<file path="config.mk">
export PLATFORM = sky130hd
export DESIGN_NAME = pair_debouncer
export DESIGN_NICKNAME = d
export VERILOG_FILES = /design/src/rtl/pair_debouncer.sv
export SDC_FILE = /design/constraint.sdc
export NUM_CORES = 1
export LEC_CHECK = 0
export ABC_AREA = 0
export CORE_AREA = 5 5 46 48
export CTS_CLUSTER_SIZE = 24
export DETAILED_ROUTE_END_ITERATION = 7
export DIE_AREA = 0 0 51 53
export PLACE_DENSITY = 0.67
export SYNTH_ARGS = -nofsm -noshare
export SYNTH_HDL_FRONTEND = slang
export SYNTH_SLANG_ARGS = --single-unit
</file>
<file path="constraint.sdc">
create_clock -name clk -period 2.4 [get_ports clk]
set_input_delay 0.48 -clock clk [delete_from_list [all_inputs] [get_ports clk]]
set_output_delay 0.48 -clock clk [all_outputs]
set_load 0.01 [all_outputs]
</file>
<file path="src/rtl/pair_debouncer.sv">
// Two-channel debouncer: 2-flop synchronizer, stability counter and rise pulses per channel.
// Define PAIR_DEBOUNCER_GLITCH_CNT_EN to add the saturating aborted-transition counter.
module pair_debouncer #(
   parameter int unsigned STABLE_CYCLES = 4,
   parameter int unsigned CNT_W         = 4
) (
   input  logic       clk,
   input  logic       rst,
   input  logic       en,
   input  logic       a_raw,
   input  logic       b_raw,
`ifdef PAIR_DEBOUNCER_GLITCH_CNT_EN
   input  logic       glitch_clr,
   output logic [7:0] glitch_cnt,
`endif
   output logic       a_out,
   output logic       b_out,
   output logic       a_rise,
   output logic       b_rise,
   output logic       both_rise
);

   localparam logic [CNT_W-1:0] LastCnt = CNT_W'(STABLE_CYCLES - 1);

   logic [1:0]       raw;
   logic [1:0]       s1_q, s2_q;
   logic [1:0]       out_q, out_d;
   logic [1:0]       rise_q;
   logic             both_q;
   logic [CNT_W-1:0] cnt_q [2];
   logic [CNT_W-1:0] cnt_d [2];

   assign raw = {b_raw, a_raw};

   // cnt==0 is the STABLE state; any nonzero count is PENDING.
   always_comb begin
      for (int i = 0; i < 2; i++) begin
         cnt_d[i] = '0;
         out_d[i] = out_q[i];
         if (en && (s2_q[i] != out_q[i])) begin
            if (cnt_q[i] == LastCnt) begin
               out_d[i] = s2_q[i];
            end else begin
               cnt_d[i] = cnt_q[i] + 1'b1;
            end
         end
      end
   end

   always_ff @(posedge clk or posedge rst) begin
      if (rst) begin
         s1_q     <= '0;
         s2_q     <= '0;
         out_q    <= '0;
         rise_q   <= '0;
         both_q   <= 1'b0;
         cnt_q[0] <= '0;
         cnt_q[1] <= '0;
      end else begin
         s1_q     <= raw;
         s2_q     <= s1_q;
         out_q    <= out_d;
         rise_q   <= out_d & ~out_q;
         both_q   <= (&out_d) & ~(&out_q);
         cnt_q[0] <= cnt_d[0];
         cnt_q[1] <= cnt_d[1];
      end
   end

   assign a_out     = out_q[0];
   assign b_out     = out_q[1];
   assign a_rise    = rise_q[0];
   assign b_rise    = rise_q[1];
   assign both_rise = both_q;

`ifdef PAIR_DEBOUNCER_GLITCH_CNT_EN
   logic [1:0] abort;
   logic [8:0] glitch_sum;
   logic [7:0] glitch_q, glitch_d;

   // A disable-induced drop back to cnt==0 is not an abort.
   always_comb begin
      for (int i = 0; i < 2; i++) begin
         abort[i] = en && (s2_q[i] == out_q[i]) && (cnt_q[i] != '0);
      end
      glitch_sum = {1'b0, glitch_q} + 9'(abort[0]) + 9'(abort[1]);
      if (glitch_clr) begin
         glitch_d = '0;
      end else if (glitch_sum > 9'd255) begin
         glitch_d = 8'hff;
      end else begin
         glitch_d = glitch_sum[7:0];
      end
   end

   always_ff @(posedge clk or posedge rst) begin
      if (rst) begin
         glitch_q <= '0;
      end else begin
         glitch_q <= glitch_d;
      end
   end

   assign glitch_cnt = glitch_q;
`endif

endmodule

</file>
; After elaboration in Yosys (flattened, before gate mapping)
; Index checks and enable logic that the tools add are counted.
[classes]
reduce_logical = 4
bitwise_logic = 4
mux = 8
n_mul = 0
div = 0
eq_ne = 4
shift = 0
magnitude_cmp = 0
add_sub_neg = 2
[ops]
columns = op, n
row1 = $mux 4, 4
row2 = $add 4x1->4 const B, 2
row3 = $eq 4x2->1 const B, 2
row4 = $mux 1, 4
row5 = $reduce_and 2->1, 2
row6 = $and 2x2->2, 1
row7 = $logic_and 1x1->1, 2
row8 = $ne 1x1->1, 2
row9 = $not 2->2, 1
row10 = $and 1x1->1, 1
row11 = $not 1->1, 1
[totals]
elab_cells = 29
latchBits = 0
memories = 0
in_bits = 5
romBits = 0
ram_bits = 0
ff_bits = 17

; Longest topological paths before layout
[logic_depth]
word_depth = 5
mapped_depth = 4

; Least setup slack after synthesis
; No wires, ideal clock.
[synth_path]
path_kind = reg-to-reg
start = reg cnt_q[0] (netlist bit)
end = reg both_q, in the netlist both_rise
period_less_slack_ns = 1.626
slack_ns = 0.774
arrival_time_ns = 1.507
required_time_ns = 2.280
path_stages_with_launch = 5
n_path_buf = 0
path_cell_list = dfrtp_1 -> ha_1 -> or4bb_1 -> mux2_4 -> and3_1
[synth_via]
elab_chain_len = 5
[synth_rtl]
columns = item, line_no
row1 = from (decl), 30  ; logic [CNT_W-1:0] cnt_q [2];
row2 = $eq 4x2->1, 41  ; if (cnt_q[i] == LastCnt) begin
row3 = $mux 1, 41
row4 = $mux 1, 40  ; if (en && (s2_q[i] != out_q[i])) begin
row5 = named net out_d[1], 27  ; logic [1:0] out_q, out_d;
row6 = $reduce_and 2->1, 64  ; both_q <= (&out_d) & ~(&out_q);
row7 = $and 1x1->1, 64
row8 = to (signal assigned), 64
row9 = to (decl), 29  ; logic both_q;
; The timed path passes the listed nets, and every way through them passes these cells.

; Worst setup path after layout
[layout_path]
start = in en
end = reg both_q, in the netlist both_rise
[layout_via]
elab_chain_len = 4
elab_cells_between_ends = 6
classes_between = mux: 2 / bitwise: 1 / reduce/logical: 3
[layout_rtl]
columns = item, line_no
row1 = from (decl), 9  ; input logic en,
row2 = $logic_and 1x1->1, 40
row3 = $mux 1, 40
row4 = named net out_d[1], 27
row5 = $reduce_and 2->1, 64
row6 = $and 1x1->1, 64
; The timed path passes the listed nets, and every way through them passes these cells.

==> results.tsv <==
stage	metric	value	unit
outcome	status	finished, final reports clean	
detailed_routing	drt_iter0_markers	7	
logic_synthesis	synth.area.top_cells	dfrtp_1 (64%), xor2_1 (5.3%), ha_1 (3.8%)	
logic_synthesis	ys_seq_area_frac	0.643	
timing	fin_ws	0.591	ns
timing	final_hold_viol_count	0	
logic_synthesis	avgSynthCellArea	13.2	um2
setup_path	path_cells	clkdlybuf4s50_1 -> or4bb_1 -> mux2_4 -> and3_1	
setup_path	cp-end-kind	register	
grt	antenna_found_initial	0	
logic_synthesis	synth_fa_ha_area_frac	0.0378	
timing	slew_headroom	0.588	
setup_path	endpoint	both_rise	
setup_path	worstPathRequired	2.58	ns
detailed_routing	dr.pass1.iters	3	
power_and_ir_drop	max-vdd-ir-drop	0.360	mV
clocking	cts_inserted_buffers	3	
grt	gr-total-overflow	0	
placed_design	dp.cells	76	
timing	setup-violations-final	0	
clocking	clock_latency	0.28	ns
timing	finalSetupTns	0	ns
clocking	cts-root-buf	clkbuf_4	
power_and_ir_drop	p_total	0.541	mW
timing	worst_slew_pin_slew	0.617	ns
logic_synthesis	synth-compound-area-share	0.0265	
clocking	hold_buffers	0	
die	fp-row-count	15	
logic_synthesis	muxShareOfSynthArea	0.0397	
timing	rsz0062_at_grt	no	
final_layout	stdcell_area	800	um2
clocking	h-tree-depth	1	
setup_path	r2r_setup_slack	0.66	ns
setup_path	r2r_end	both_rise	
hold_path	hold_path.class	reg -> reg	
logic_synthesis	yosys_warnings	0	
die	design.die.area	2700	um2
setup_path	crit_path_start	en	
setup_path	cp_slowest_stage_delay	0.56	ns
placed_design	gp_congestion	0.725	
logic_synthesis	synth_top_family_by_area	simple AND/OR/NAND/NOR gates	
die	core_area	1670	um2
detailed_routing	detail_route.wl_per_cell	12.6	um
die	num_io_pins	10	
timing	post-route-period-util	0.754	
grt	grt_pass1_vias	389	
clocking	clock_sinks	17	
final_layout	drive_gt1_frac	0.0635	
final_layout	finish.utilization	0.479	
timing	finalCriticalPeriod	1.81	ns
detailed_routing	drtAntennaViolNets	0	
setup_path	cp_max_fo	6	
placed_design	io_buffers	9	
setup_path	crit_type	in -> reg	
die	die_y	53	um
setup_path	critical-path-top-delay-family	simple AND/OR/NAND/NOR gates	
grt	grtUsageTotal	0.0883	
die	start_util	0.396	
timing	finClkSkew	0.00411	ns
clocking	cts_setup_buffers	0	
logic_synthesis	postSynthCellCount	50	
clocking	tritoncts	built	
grt	grt_pass1_wl	1710	um
setup_path	critical_path_cell_count	4	
final_layout	fin_nets	71	
logic_synthesis	ys_types	18	
placed_design	pre_cts_ws	0.303	ns
logic_synthesis	synthSimpleGateAreaFrac	0.195	
run	maxCapViolations	0	
timing	slew_violations	0	
setup_path	startpoint_type	input pin	
timing	fmax	553	MHz
detailed_routing	viasPerCell	5.09	
timing	hold_ws	0.352	ns
logic_synthesis	yosysTopAreaCell	dfrtp_1	
setup_path	slowest_stage	clkdlybuf4s50_1	
logic_synthesis	syn_area	662	um2
placed_design	place.detailed.hpwl	746	um
logic_synthesis	synth-xor-area-share	0.0529	
power_and_ir_drop	p_leak	0.372	nW
clocking	cts_resized	0	
detailed_routing	drcViolationCount	0	
die	die_x	51	um
setup_path	r2r-start	cnt_q[0]	
clocking	path_clk_slew	0.09	ns
final_layout	final_cells	80	
final_layout	diodes	0	
placed_design	place_area	773	um2
detailed_routing	wl	1000	um
logic_synthesis	synth.ff_latch_count	17	
power_and_ir_drop	power_density	676	nW/um2
grt	grt_start_max_net_pins	18	
setup_path	ff2ff_path_depth	4	
setup_path	crit_buf_inv	1	
final_layout	syn2layout_area_growth	20.8	%
logic_synthesis	synth_nets	57	
setup_path	arrival	1.99	ns
logic_synthesis	synth.top_cell.area_share	0.643	
detailed_routing	vias	407	
clocking	clockBufferDepth	2	
-- final cells by class --
| class | instances | area (um2) |
|---|---|---|
| flip-flops and latches | 17 | 425 |
| well taps | 17 | 21.3 |
| repair buffers | 9 | 90.1 |
| fillers | 149 | 871 |
| inverters | 1 | 3.75 |
| multi-input cells | 32 | 233 |
| clock buffers | 4 | 26.3 |
-- cells by family after synthesis --
group	count (synthesis)
xor+xnor	4
fa+ha+maj	2
simple gates	21
buf+inv	1
flops	17
mux	2
compound gates	3
-- power by group --
part	internal (mW)	switching, mW	total (mW)
Combinational	0.0386	0.0313	0.0699
Clock	0.0646	0.0808	0.145
Sequential	0.307	0.0186	0.326
Total	0.410	0.131	0.541
-- worst reg2reg max path, stage by stage (launching register included) --
cell and delay (ns):
dfrtp_1 0.38, ha_1 0.22, or4bb_1 0.55, mux2_4 0.33, and3_1 0.16
-- cells in the final DEF, fill, tap and decap left out, types with 2 or more instances in the layout --
master / count
clkdlybuf4s50_1: 9
dfrtp_1: 17
ha_1: 2
clkbuf_4: 3
a21oi_1: 2
and3_1: 3
xor2_1: 4
nand3_1: 2
nand2b_1: 2
nor3b_1: 3
nand3b_1: 2
nand2_1: 3
nor2_1: 3
-- worst min path at each step --
stage / startpoint / endpoint / depth (start not counted)
floorplan: s1_q[0] / s2_q[0] / 0
global placement: s1_q[1] / s2_q[1] / 0
detailed placement: s1_q[0] / s2_q[0] / 0
CTS: s1_q[0] / s2_q[0] / 0
global route: s1_q[0] / s2_q[0] / 0
finish: s1_q[0] / s2_q[0] / 0
-- synthesized netlist by cell type --
master and instances:
dfrtp_1 17, xor2_1 4, and3_1 3, nand2_1 3, nor2_1 3, nor3b_1 3, a21oi_1 2, ha_1 2
nand2b_1 2, nand3_1 2, nand3b_1 2, a211oi_1 1, inv_1 1, mux2_1 1, mux2_4 1, nand4bb_1 1
nor3_1 1, or4bb_1 1
-- flip-flops by register name, summed over array words and instances (netlist names) --
signal / flops
rise_q: 2
out_q: 2
s1_q: 2
both_rise: 1
s2_q: 2
cnt_q: 8
-- metal layers --
layer	vias up	track usage	share of wire
met2	10	0.133	0.45
li1	197	-	-
met5	-	0	0
met3	2	0.0620	0.10
met1	198	0.0988	0.44
met4	0	0.0269	0.011
Note: power is estimated with default switching activity, not from simulation.
